[src/rtl/pack_8x4_to_32.sv]
// Packs four accepted bytes into one 32-bit word (optional early close via PACK_FLUSH_EN).
// Latency: a word is visible on out_data/out_valid one cycle after its closing byte is accepted.
// Backpressure: only a closing byte is stalled while an un-taken word is pending; bytes 0..2 keep flowing.
module pack_8x4_to_32 #(
  parameter int BYTE_ORDER = 0
) (
  input  logic        clock,
  input  logic        reset_n,
  input  logic [7:0]  in_data,
  input  logic        in_valid,
  output logic        in_ready,
`ifdef PACK_FLUSH_EN
  input  logic        in_last,
`endif
  output logic [31:0] out_data,
  output logic        out_valid,
  input  logic        out_ready
`ifdef PACK_FLUSH_EN
  ,
  output logic [2:0]  out_count
`endif
);

  // Byte index of the next slot and the bytes collected so far (slot 0 in [7:0]).
  logic [1:0]  cnt;
  logic [23:0] asm_q;

  logic        closing;
  logic        accept;
  logic [31:0] word_seq;
  logic [31:0] word_ord;
  logic [2:0]  nbytes;

  // Closing-byte detection, ready generation and assembly of the outgoing word.
  always_comb begin
    closing  = 1'b0;
    in_ready = 1'b0;
    accept   = 1'b0;
    word_seq = 32'h0;
    word_ord = 32'h0;
    nbytes   = 3'd0;
`ifdef PACK_FLUSH_EN
    closing  = (cnt == 2'd3) || in_last;
`else
    closing  = (cnt == 2'd3);
`endif
    // Only a closing byte needs the output register, so only it can be stalled.
    in_ready = !closing || !out_valid || out_ready;
    accept   = in_valid && in_ready;
    // Slots above cnt are zero because the assembly register is cleared on every close.
    word_seq = {8'h00, asm_q} | ({24'h0, in_data} << {cnt, 3'b000});
    if (BYTE_ORDER == 1) begin
      word_ord = {word_seq[7:0], word_seq[15:8], word_seq[23:16], word_seq[31:24]};
    end else begin
      word_ord = word_seq;
    end
    nbytes = {1'b0, cnt} + 3'd1;
  end

  // Byte index and assembly register: store bytes 0..2, clear everything on close.
  always_ff @(posedge clock) begin
    if (!reset_n) begin
      cnt   <= 2'd0;
      asm_q <= 24'h0;
    end else if (accept) begin
      if (closing) begin
        cnt   <= 2'd0;
        asm_q <= 24'h0;
      end else begin
        cnt <= cnt + 2'd1;
        case (cnt)
          2'd0:    asm_q[7:0]   <= in_data;
          2'd1:    asm_q[15:8]  <= in_data;
          2'd2:    asm_q[23:16] <= in_data;
          default: asm_q        <= asm_q;
        endcase
      end
    end
  end

  // Output word register: load on close (even while the old word is taken), else drop on take.
  always_ff @(posedge clock) begin
    if (!reset_n) begin
      out_data  <= 32'h0;
      out_valid <= 1'b0;
`ifdef PACK_FLUSH_EN
      out_count <= 3'd0;
`endif
    end else if (accept && closing) begin
      out_data  <= word_ord;
      out_valid <= 1'b1;
`ifdef PACK_FLUSH_EN
      out_count <= nbytes;
`endif
    end else if (out_ready) begin
      out_valid <= 1'b0;
    end
  end

`ifndef PACK_FLUSH_EN
  // Byte count only matters when words can close early.
  logic unused_nbytes;
  assign unused_nbytes = ^nbytes;
`endif

endmodule

[config.mk]
export PLATFORM = sky130hd
export DESIGN_NAME = pack_8x4_to_32
export DESIGN_NICKNAME = d
export VERILOG_FILES = /design/src/rtl/pack_8x4_to_32.sv
export SDC_FILE = /design/constraint.sdc
export NUM_CORES = 1
export LEC_CHECK = 0
export CORE_UTILIZATION = 47
export DETAILED_ROUTE_END_ITERATION = 8
export PLACE_DENSITY = 0.85
export SYNTH_ARGS = -nofsm -noshare
export SYNTH_HDL_FRONTEND = slang
export SYNTH_SLANG_ARGS = --single-unit
export TNS_END_PERCENT = 100
[constraint.sdc]
create_clock -name clock -period 1.5 [get_ports clock]
set_input_delay 0.15 -clock clock [delete_from_list [all_inputs] [get_ports clock]]
set_output_delay 0.15 -clock clock [all_outputs]
set_load 0.05 [all_outputs]
Yosys cells after proc, flatten, opt, wreduce, memory -nomap -nowiden
Cells that the tools add are included.
{"block": "totals", "ff_bits": 59, "output_inout_bits": 34, "word_cells": 33, "in_bits": 12}
{"block": "op_classes", "n_bitwise": 1, "mux": 7, "shifts": 1, "add_sub_neg": 1, "n_eq_ne": 3, "n_reduce_logical": 14}
{"cell": "bitwise OR 24 x 32 -> 32 bit", "n": 1}
{"cell": "left shift 8 x 5 -> 32 bit", "n": 1}
{"cell": "2-to-1 mux 24 bit", "n": 1}
{"cell": "2-to-1 mux 8 bit", "n": 3}
{"cell": "nonzero test 2 bit", "n": 4}
{"cell": "AND reduction 2 bit", "n": 3}
{"cell": "equality test 2 bit, second input constant", "n": 2}
{"cell": "adder 2 x 1 -> 2 bit, second input constant", "n": 1}
{"cell": "equality test 2 x 1 -> 1 bit, second input constant", "n": 1}
{"cell": "logical AND 1 bit", "n": 2}
{"cell": "logical NOT 1 bit", "n": 2}
{"cell": "logical NOT 2 bit", "n": 1}
{"cell": "logical OR 1 bit", "n": 2}
{"cell": "2-to-1 mux 1 bit", "n": 2}
{"cell": "2-to-1 mux 2 bit", "n": 1}

Depth between registers and ports, before layout
{"block": "logic_depth", "depth_word": 7, "mapped_depth": 6}

Worst setup path before layout
Ideal clock, no wire load.
{"block": "synth_timing", "path_type": "reg-to-reg", "start": "register out_valid", "end": "register cnt[1]", "arrival_ps": 1671, "t_required_ps": 1381, "path_buffers": 1, "setup_ps": 119, "synth_period_minus_slack_ps": 1790, "path_stages_with_launch": 6, "slack_ps": -290, "path_cell_list": "dfxtp_1 > and3b_1 > buf_4 > inv_1 > and2_1 > o221a_2"}
{"block": "synth_between", "elab_chain_len": 4}
{"element": "start: declaration", "line": "16", "text": "output logic out_valid,"}
{"element": "start signal: assignment", "line": "85", "text": "out_valid <= 1'b0;"}
{"element": "start signal: assignment", "line": "91", "text": "out_valid <= 1'b1;"}
{"element": "start signal: assignment", "line": "96", "text": "out_valid <= 1'b0;"}
{"element": "logical NOT 1 bit", "line": "48", "text": "in_ready = !closing || !out_valid || out_ready;"}
{"element": "logical OR 1 bit (2 in series)", "line": "48"}
{"element": "via in_ready", "line": "11", "text": "output logic in_ready,"}
{"element": "logical AND 1 bit", "line": "49", "text": "accept = in_valid && in_ready;"}
{"element": "end signal: assignment", "line": "70", "text": "cnt <= cnt + 2'd1;"}
{"element": "end: declaration", "line": "25", "text": "logic [1:0] cnt;"}
The timed path passes the listed nets, and every way through them passes these cells.
A chain may end at the register's enable or synchronous reset.

Final worst setup path
{"block": "layout_timing", "start": "register cnt[1]", "end": "output in_ready"}
{"block": "layout_between", "elab_chain_len": 4}
{"element": "equality test 2 bit", "line": "45", "text": "closing = (cnt == 2'd3);"}
{"element": "logical NOT 1 bit", "line": "48"}
{"element": "logical OR 1 bit (2 in series)", "line": "48"}
{"element": "end: declaration", "line": "11"}
No other way between the ends.

==> results.sh <==
export IMPL_cts_root_buf="clkbuf_8"
export IMPL_yosys_warnings=0
export IMPL_row_count=26
export IMPL_setup_ws_ns=-0.149
export IMPL_synth_mux_area_frac=0
export IMPL_synth_ff_type="dfxtp_1"
export IMPL_diodes=0
export IMPL_grt_util_met2=0.389
export IMPL_cts_sinks=59
export IMPL_synth_fp_nets=306
export IMPL_clk_pin_slew_ns=0.07
export IMPL_cts_buffers=9
export IMPL_setup_viol=5
export IMPL_yosys_register_bits=59
export IMPL_slew_headroom=0.579
export IMPL_drc=0
export IMPL_globalplace_congestion=0.916
export IMPL_routed_wl_um=7840
export IMPL_hpwlAfterDp_um=4610
export IMPL_r2r_cells=7
export IMPL_post_route_period_util=1.10
export IMPL_grt_busiest_layer="met2"
export IMPL_violations="setup timing"
export IMPL_crit_path_end="in_ready"
export IMPL_syn_area_mm2=0.00262
export IMPL_synthCells=291
export IMPL_whs_ns=0.485
export IMPL_fmax_mhz=606
export IMPL_tns_ns=-0.428
export IMPL_grt_pass1_vias=2416
export IMPL_detail_route_antenna_nets=0
export IMPL_synthSimpleGateAreaFrac=0.177
export IMPL_maxSlewViolCount=0
export IMPL_crit_path_end_kind="output port"
export IMPL_start_kind="register"
export IMPL_cap_viol_max_count=0
export IMPL_area_growth_pct=40.3
export IMPL_initial_core_util=0.500
export IMPL_grt_max_degree=34
export IMPL_cellPowerDensity_mw_per_mm2=972
export IMPL_synth_top_family_by_area="compound AO/OA/AOI/OAI gates"
export IMPL_post_synth_num_cell_types=26
export IMPL_arrival_ns=1.50
export IMPL_reg2reg_slack_ns=-0.13
export IMPL_post_route_min_period_ns=1.65
export IMPL_synth_edf_count=0
export IMPL_drive_above_1_share=0.334
export IMPL_grt_pass1_wl_um=11900
export IMPL_seq_area_frac_synth=0.451
export IMPL_drtPass1Iterations=5
export IMPL_clock_path_buffers=2
export IMPL_drt_vias_per_instance=6.07
export IMPL_track_usage=0.258
export IMPL_drt_iter0_markers=261
export IMPL_port_buffer_count=45
export IMPL_r2r_start="cnt[1]$_SDFFE_PN0P_"
export IMPL_h_tree_depth=3
export IMPL_gr_total_overflow=0
export IMPL_ys_async_sr_fraction=0
export IMPL_final_nets=366
export IMPL_cts_tree="yes"
export IMPL_synthAdderAreaFrac=0.0143
export IMPL_status="finished with violations"
export IMPL_core_mm2=0.00524
export IMPL_die_x_um=76.6
export IMPL_ir_drop_mv=0.630
export IMPL_hold_path_class="reg -> reg"
export IMPL_vias=2584
export IMPL_rsz0062_at_grt="yes"
export IMPL_synth_xor_area_share=0
export IMPL_cp_startpoint="cnt[1]$_SDFFE_PN0P_"
export IMPL_finalHoldViolCount=0
export IMPL_wire_per_inst_um=18.4
export IMPL_antenna_found_initial=0
export IMPL_fin_skew_ns=0.00539
export IMPL_grtUsageMet3=0.0479
export IMPL_die_area_mm2=0.00587
export IMPL_p_leak_nw=1.30
export IMPL_clk_latency_ns=0.33
export IMPL_critPathMaxFanout=4
export IMPL_worstPathRequired_ns=1.35
export IMPL_reg2reg_to="cnt[1]$_SDFFE_PN0P_"
export IMPL_worst_slew_pin_slew_ns=0.630
export IMPL_crit_type="reg -> out"
export IMPL_synth_compound_area_frac=0.295
export IMPL_avgSynthCellArea_um2=8.99
export IMPL_die_y_um=76.6
export IMPL_pin_count=46
export IMPL_grtUsageMet1=0.343
==> cell families after synthesis <==
logic type / after synthesis
compound gates: 117
fa+ha+maj: 3
buf+inv: 32
flops: 59
simple gates: 80
==> final cells by class <==
type                            instances  area [µm²]
Clock buffer                           15         188
Timing Repair Buffer                   78         683
Tap cell                               70        87.6
Inverter                                3        15.0
Sequential cell                        59        1190
Clock inverter                          1        5.00
Multi-Input combinational cell        200        1500
Fill cell                             386        1570
==> repair_timing <==
action | CTS | global route
pin swaps | 2 | 11
buffers inserted | 3 | 2
setup endpoints to repair | 13 | 40
resized for setup | 19 | 67
hold buffers | 0 | 0
gates cloned | 0 | 1
==> placed cells by master, fill, tap and decap left out, types with 2 or more instances in the layout <==
cell type        instances
a21oi_1                 23
dfxtp_1                 56
ha_4                     2
inv_1                    2
clkbuf_1                 3
o21ai_1                  9
nand2_1                 27
a2111oi_1                8
a21boi_0                16
and2_2                   4
nand4_1                  8
o21ai_0                 24
buf_12                   3
a2111oi_2               13
a21boi_1                17
and2_4                   2
buf_4                   60
nor2b_1                  8
a2111oi_4                3
clkbuf_16                2
nor2b_2                  3
clkdlybuf4s50_1         11
buf_6                    2
nor3b_1                 23
clkbuf_8                11
dfxtp_4                  3
==> cells in the mapped netlist, drive strengths merged, types with 3 or more instances <==
library cell,instances,area (µm²)
a2111oi,24,210
a21oi,24,120
ha,3,37.5
buf,13,83.8
inv,3,11.3
o21ai,34,174
nand2,28,105
a21boi,33,248
nor3b,24,180
dfxtp,59,1180
clkbuf,16,66.3
nand4,8,50.1
and2,6,38.8
nor2b,11,71.3
==> layer usage <==
metal,part of all wire,up-vias
met1,0.42,1235
met4,0.032,0
met2,0.48,133
li1,-,1189
met3,0.073,27
met5,0,-
==> through the flow <==
step | std cells | util | setup slack [ns] | area [µm²] | power, mW
after floorplan | 291 | - | -0.108 | 2650 | 1.93
after global placement | 404 | 0.609 | -0.262 | 3190 | 2.09
after detailed placement | 404 | 0.609 | -0.266 | 3190 | 2.10
after CTS | 423 | 0.659 | -0.129 | 3450 | 3.47
after global routing | 426 | 0.701 | -0.177 | 3670 | 3.67
final | 426 | 0.701 | -0.149 | 3670 | 3.57
==> power breakdown <==
group          switching [mW]  internal, mW  total [mW]  leakage (nW)
clock network           0.595         0.791        1.39        0.0989
logic                   0.312         0.211       0.523         0.723
registers              0.0384          1.62        1.66         0.480
==> registers in the layout, indices dropped and copies added, names as in the netlist <==
name / cells
out_data: 32
cnt: 2
out_valid: 1
asm_q: 24
==> worst max-delay path: stages, from the launching register on <==
cell	delay, ns
dfxtp_4	0.37
ha_4	0.17
and3b_2	0.25
clkinvlp_4	0.12
buf_6	0.12
buf_8	0.14
==> worst min path at each step <==
stage,from,to,cells past startpoint
finish,out_data[25]$_SDFFE_PN0P_,out_data[25]$_SDFFE_PN0P_,2
global route,asm_q[8]$_SDFFE_PN0P_,asm_q[8]$_SDFFE_PN0P_,2
CTS,asm_q[10]$_SDFFE_PN0P_,asm_q[10]$_SDFFE_PN0P_,2
detailed placement,asm_q[21]$_SDFFE_PN0P_,asm_q[21]$_SDFFE_PN0P_,2
global placement,asm_q[21]$_SDFFE_PN0P_,asm_q[21]$_SDFFE_PN0P_,2
floorplan,in_data[7],out_data[31]$_SDFFE_PN0P_,2
Note: power is estimated with default switching activity, not from simulation.
